--- config.mk ---
export PLATFORM = sky130hd
export DESIGN_NAME = tick_sample_fifo
export DESIGN_NICKNAME = d
export VERILOG_FILES = /design/src/rtl/tick_sample_fifo.sv
export SDC_FILE = /design/constraint.sdc
export NUM_CORES = 1
export LEC_CHECK = 0
export ABC_AREA = 1
export CAP_MARGIN = 0
export CELL_PAD_IN_SITES_DETAIL_PLACEMENT = 1
export CELL_PAD_IN_SITES_GLOBAL_PLACEMENT = 1
export CORE_ASPECT_RATIO = 0.6
export CORE_MARGIN = 2
export CORE_UTILIZATION = 48
export DETAILED_ROUTE_END_ITERATION = 16
export PLACE_DENSITY = 0.83
export SETUP_SLACK_MARGIN = 0.5
export SLEW_MARGIN = 20
export SYNTH_ARGS = -nofsm -noshare
export SYNTH_HDL_FRONTEND = slang
export SYNTH_SLANG_ARGS = --single-unit
--- constraint.sdc ---
create_clock -name clock -period 3.1 [get_ports clock]
set_clock_uncertainty 0.1 [all_clocks]
set_input_delay 0.93 -clock clock [delete_from_list [all_inputs] [get_ports clock]]
set_output_delay 0.93 -clock clock [all_outputs]
set_load 0.005 [all_outputs]
--- src/rtl/tick_sample_fifo.sv ---
// tick_sample_fifo: periodic ADC sample-capture buffer.
// Each time-base tick (gated by enable) writes the current ADC word into a
// 2**DEPTH_LOG2-entry FIFO. The host reads it back with rd_en, one cycle of
// read latency. A three-state FSM raises a level-triggered irq at a fill
// threshold. Ticks that arrive while the FIFO is full set a sticky overrun flag.
// Optional build macro: CAPTURE_TIMESTAMP_EN. When it is defined, each entry
// also carries a 16-bit tick count, placed in the MSBs of rd_data.
module tick_sample_fifo #(
   parameter int DATA_W     = 14,
   parameter int DEPTH_LOG2 = 4,
   parameter int IRQ_THRESH = 8
) (
   input  logic                  clock,
   input  logic                  reset,
   input  logic                  tick,
   input  logic                  enable,
   input  logic [DATA_W-1:0]     adc_data,
   input  logic                  rd_en,
`ifdef CAPTURE_TIMESTAMP_EN
   output logic [DATA_W+15:0]    rd_data,
`else
   output logic [DATA_W-1:0]     rd_data,
`endif
   output logic                  rd_valid,
   output logic [DEPTH_LOG2:0]   level,
   output logic                  irq,
   input  logic                  irq_ack,
   output logic                  overrun,
   input  logic                  overrun_clr
);

   localparam int DEPTH = 1 << DEPTH_LOG2;
`ifdef CAPTURE_TIMESTAMP_EN
   localparam int ENTRY_W = DATA_W + 16;
`else
   localparam int ENTRY_W = DATA_W;
`endif
   localparam logic [DEPTH_LOG2:0] LEVEL_FULL   = (DEPTH_LOG2+1)'(DEPTH);
   localparam logic [DEPTH_LOG2:0] LEVEL_THRESH = (DEPTH_LOG2+1)'(IRQ_THRESH);

   typedef enum logic [1:0] {
      IRQ_WAIT  = 2'd0,
      IRQ_PEND  = 2'd1,
      IRQ_ACKED = 2'd2
   } irq_state_t;

   // Storage array with no reset, so that it can map onto block RAM.
   logic [ENTRY_W-1:0]     mem [DEPTH];

   logic [DEPTH_LOG2-1:0]  wr_ptr_reg;
   logic [DEPTH_LOG2-1:0]  rd_ptr_reg;
   logic [DEPTH_LOG2:0]    level_reg;
   logic [DEPTH_LOG2:0]    level_next;
   logic [ENTRY_W-1:0]     rd_data_reg;
   logic                   rd_valid_reg;
   logic                   overrun_reg;
   irq_state_t             irq_state_reg;
   irq_state_t             irq_state_next;
   logic                   irq_next;

   logic                   capture;
   logic                   full;
   logic                   empty;
   logic                   wr_do;
   logic                   rd_do;
   logic                   drop;
   logic [ENTRY_W-1:0]     entry_in;

   assign capture = tick & enable;
   assign full    = (level_reg == LEVEL_FULL);
   assign empty   = (level_reg == '0);
   // A full FIFO still accepts a tick when the host frees a slot in the same cycle.
   assign wr_do   = capture & (~full | rd_en);
   // A read only happens when there is data. A write into an empty FIFO
   // during the same cycle is not visible to that read.
   assign rd_do   = rd_en & ~empty;
   assign drop    = capture & full & ~rd_en;

`ifdef CAPTURE_TIMESTAMP_EN
   logic [15:0] ts_reg;

   // Tick counter. It counts every enabled tick, whether the sample is kept
   // or dropped, and it wraps naturally.
   always_ff @(posedge clock) begin
      if (reset)
         ts_reg <= '0;
      else if (capture)
         ts_reg <= ts_reg + 16'd1;
   end

   assign entry_in = {ts_reg, adc_data};
`else
   assign entry_in = adc_data;
`endif

   // Write port of the storage array.
   always_ff @(posedge clock) begin
      if (wr_do && !reset)
         mem[wr_ptr_reg] <= entry_in;
   end

   // Registered read port. Reading a full FIFO while it is being written
   // returns the old (oldest) entry, because the read takes the value before the write.
   always_ff @(posedge clock) begin
      if (reset) begin
         rd_data_reg  <= '0;
         rd_valid_reg <= 1'b0;
      end else begin
         rd_valid_reg <= rd_do;
         if (rd_do)
            rd_data_reg <= mem[rd_ptr_reg];
      end
   end

   // Next fill level: +1 on write only, -1 on read only, unchanged on both.
   always_comb begin
      level_next = level_reg;
      case ({wr_do, rd_do})
         2'b10:   level_next = level_reg + 1'b1;
         2'b01:   level_next = level_reg - 1'b1;
         default: level_next = level_reg;
      endcase
   end

   // Pointer and level registers. The pointers wrap naturally at the depth.
   always_ff @(posedge clock) begin
      if (reset) begin
         wr_ptr_reg <= '0;
         rd_ptr_reg <= '0;
         level_reg  <= '0;
      end else begin
         if (wr_do)
            wr_ptr_reg <= wr_ptr_reg + 1'b1;
         if (rd_do)
            rd_ptr_reg <= rd_ptr_reg + 1'b1;
         level_reg <= level_next;
      end
   end

   // Sticky overrun flag. A new drop wins over a clear in the same cycle.
   always_ff @(posedge clock) begin
      if (reset)
         overrun_reg <= 1'b0;
      else if (drop)
         overrun_reg <= 1'b1;
      else if (overrun_clr)
         overrun_reg <= 1'b0;
   end

   // IRQ FSM state register.
   always_ff @(posedge clock) begin
      if (reset)
         irq_state_reg <= IRQ_WAIT;
      else
         irq_state_reg <= irq_state_next;
   end

   // IRQ FSM next state and output. irq is high only while pending.
   // The FSM must fall below the threshold again before it can re-arm.
   always_comb begin
      irq_state_next = irq_state_reg;
      irq_next       = 1'b0;
      case (irq_state_reg)
         IRQ_WAIT: begin
            if (level_reg >= LEVEL_THRESH)
               irq_state_next = IRQ_PEND;
         end
         IRQ_PEND: begin
            irq_next = 1'b1;
            if (irq_ack)
               irq_state_next = IRQ_ACKED;
         end
         IRQ_ACKED: begin
            if (level_reg < LEVEL_THRESH)
               irq_state_next = IRQ_WAIT;
         end
         default: irq_state_next = IRQ_WAIT;
      endcase
   end

   assign rd_data  = rd_data_reg;
   assign rd_valid = rd_valid_reg;
   assign level    = level_reg;
   assign irq      = irq_next;
   assign overrun  = overrun_reg;

endmodule
==> flow_summary.ini <==
[clock_tree]
cts.reportedPaths.clkPinSlew_ps = 60
htree_levels = 1
clk-insertion-delay-late_ps = 520
cts_buffers = 24
tritoncts = done
clock-sinks = 255
cts_buffer_depth = 3
cts_root_buf = clkbuf_16

[placed_design]
io_buffers = 42
dp_cells = 1431
place_area_mm2 = 0.01194
hpwlAfterDp_mm = 21.31
post-place-ws_ps = -35.81
routabilityCongestion = 0.8308

[yosys]
synth_adder_area_share_pct = 1.210
synth_top_family_by_area = simple AND/OR/NAND/NOR gates
yosysWarnings = 0
syn_area_mm2 = 0.01096
syn_inst = 1086
synth_area_per_cell_um2 = 10.10
synth_compound_area_share_pct = 1.118
synthDistinctLibCells = 23
ys_seq_area_share_pct = 67.01
synthMuxAreaShare_pct = 0
syn_nets = 1117
synth_seq_cells = 255
yosys.area_share.simple_pct = 22.20
synthXorXnorAreaFrac_pct = 0.5592

[finish]
layout_common_cells = nand2_1, edfxtp_1, nand3_1
largest_reg_flops = 224
fillCellCount = 2446
drive_gt1_share_pct = 8.647
layout_commonest_cell = nand2_1
area_delta_synth_final_pct = 16.09
diodes = 0
design_area_mm2 = 0.01273
fin_cells = 1476
fin_nets = 1181

[critical_path]
r2r_slack_ps = 850
cp-start-kind = input pin
reg2reg_from = level[1]$_SDFFE_PP0P_
path_depth = 8
cpPeakStageDelay_ps = 470
path_delay_family = adder cells
worstSetupEndpointType = flop
crit_end = level[1]$_SDFFE_PP0P_
cp_num_buf_inv = 1
critical_path_arrival_ps = 2860
path_max_fanout = 5
reg2reg_depth = 8
worstSetupPathType = input pin to flop
worstSetupStartpoint = rd_en
cp_slowest_cell = fa_2
r2r-end = level[1]$_SDFFE_PP0P_
path_cells = clkdlybuf4s50_1 > nor2_1 > nand4_1 > nand2_2 > ha_4 > fa_2 > o21ai_0 > a21oi_1
required_ps = 3380

[floorplanning]
die_height_um = 121.1
start_util_pct = 49.32
rows = 42
die_w_um = 199.1
fp.dieArea_mm2 = 0.02411
ios = 43
coreArea_mm2 = 0.02223

[power]
vdd.ir_drop.worst_mv = 0.5347
switching_power_mw = 3.328
p_int_mw = 6.484
power_density_mw_per_mm2 = 770.9
p_comb_share_pct = 29.3
p_leak_nw = 5.307
p_clk_share_pct = 29.6
p_seq_share_pct = 41.0
power_mw = 9.812
p_sw_share_pct = 33.92

[drt]
vias = 8078
drt_iter0_drc = 763
drc = 0
antenna_left = 0
viasPerCell = 5.473
drt_wl_total_mm = 33.03
wire_per_inst_um = 22.38
drt-pass1-iter-count = 7

[timing]
max-slew-margin-rel_pct = 43.77
max_freq_ghz = 0.3870
fin_crit_ps = 2584
drv_slew = 0
finalSetupViolCount = 0
fin_crit_sh_pct = 83.35
max_slew.worst_pin.slew_ps = 840.8
grt_setup_unrepaired = yes
hold_violations = 0
tns_ps = 0
fin_ws_ps = 516.1

[grt]
globalRouteOverflowTotal = 0
grt_max_degree = 96
antenna_found_initial = 0
grt_pass1_wl_mm = 50.72
grt_usage_pct = 28.75
grt_pass1_vias = 8410

[flow_run]
max_cap_violations = 0

[min_path]
hold_class = flop to flop

[outcome]
status = completed
==> cells in the mapped netlist (all sizes together) <==
| master | number | area (µm²) |
|---|---|---|
| a21oi | 15 | 75.07 |
| nand2 | 369 | 1390 |
| nor3 | 1 | 5.000 |
| dfxtp | 31 | 620.6 |
| o21a | 1 | 7.510 |
| ha | 9 | 112.6 |
| edfxtp | 224 | 6726 |
| xor2 | 5 | 43.79 |
| nand4 | 2 | 12.51 |
| xnor2 | 2 | 17.52 |
| nand3 | 163 | 815.8 |
| fa | 1 | 20.02 |
| inv | 146 | 550.5 |
| buf | 43 | 279.0 |
| clkbuf | 10 | 37.54 |
| nor2 | 56 | 210.2 |
| o21ai | 8 | 40.04 |
==> layout make-up <==
| type | instances | area (µm²) | area share, % |
|---|---|---|---|
| clock inverters | 8 | 85.08 | 0.6684 |
| clock buffers | 36 | 666.9 | 5.239 |
| flip-flops and latches | 255 | 7355 | 57.78 |
| multi-input cells | 632 | 2804 | 22.03 |
| repair buffers | 91 | 882.1 | 6.930 |
| well taps | 308 | 385.4 | 3.028 |
| inverters | 146 | 550.5 | 4.325 |
==> cells by family after synthesis <==
group	after synthesis
XOR/XNOR	7
flip-flops	255
AND/OR/NAND/NOR	591
adder cells (fa/ha/maj)	10
AO/OA/AOI/OAI	24
buffers and inverters	199
==> how the worst min path moves through the flow <==
stage,from,to,cells past startpoint
6_report,irq_state_reg[0]$_SDFFE_PP0P_,irq_state_reg[0]$_SDFFE_PP0P_,2
5_1_grt,irq_state_reg[0]$_SDFFE_PP0P_,irq_state_reg[0]$_SDFFE_PP0P_,2
2_1_floorplan,irq_state_reg[0]$_SDFFE_PP0P_,irq_state_reg[0]$_SDFFE_PP0P_,2
3_3_place_gp,irq_state_reg[0]$_SDFFE_PP0P_,irq_state_reg[0]$_SDFFE_PP0P_,2
4_1_cts,irq_state_reg[0]$_SDFFE_PP0P_,irq_state_reg[0]$_SDFFE_PP0P_,2
3_5_place_dp,irq_state_reg[0]$_SDFFE_PP0P_,irq_state_reg[0]$_SDFFE_PP0P_,2
==> power groups by stage <==
stage / clock [mW] / sequential, mW / combinational [mW]
2_1_floorplan: 0 / 4.05 / 1.73
3_3_place_gp: 0 / 4.09 / 2.63
3_5_place_dp: 0 / 4.10 / 2.75
4_1_cts: 2.93 / 4.03 / 2.83
5_1_grt: 3.06 / 4.04 / 3.16
6_report: 2.91 / 4.03 / 2.88
==> per-stage QoR <==
stage,hold WS [ps],utilization [%]
after floorplan,355.3,-
after global placement,370.3,53.71
after detailed placement,390.3,53.71
after CTS,398.2,57.11
after global routing,436.1,57.26
final,389.6,57.26
==> per-layer routing <==
| layer | global-route usage, % | share of wire, % |
|---|---|---|
| met1 | 41.21 | 43 |
| met2 | 45.12 | 46 |
| met3 | 4.947 | 8.2 |
| met4 | 8.675 | 2.5 |
| met5 | 0 | 0 |
==> timing repair <==
action,4_1_cts,5_1_grt
pin swaps,0,2
setup endpoints to repair,2,29
gates resized for setup,2,8
cloned,0,0
hold buffers,0,0
buffers inserted,0,1
==> worst min-delay path, cell delays in order (launching register included) <==
cell and delay (ps):
dfxtp_2 330, inv_1 70, a21oi_1 60
Power figures use the tool's default switching activity.
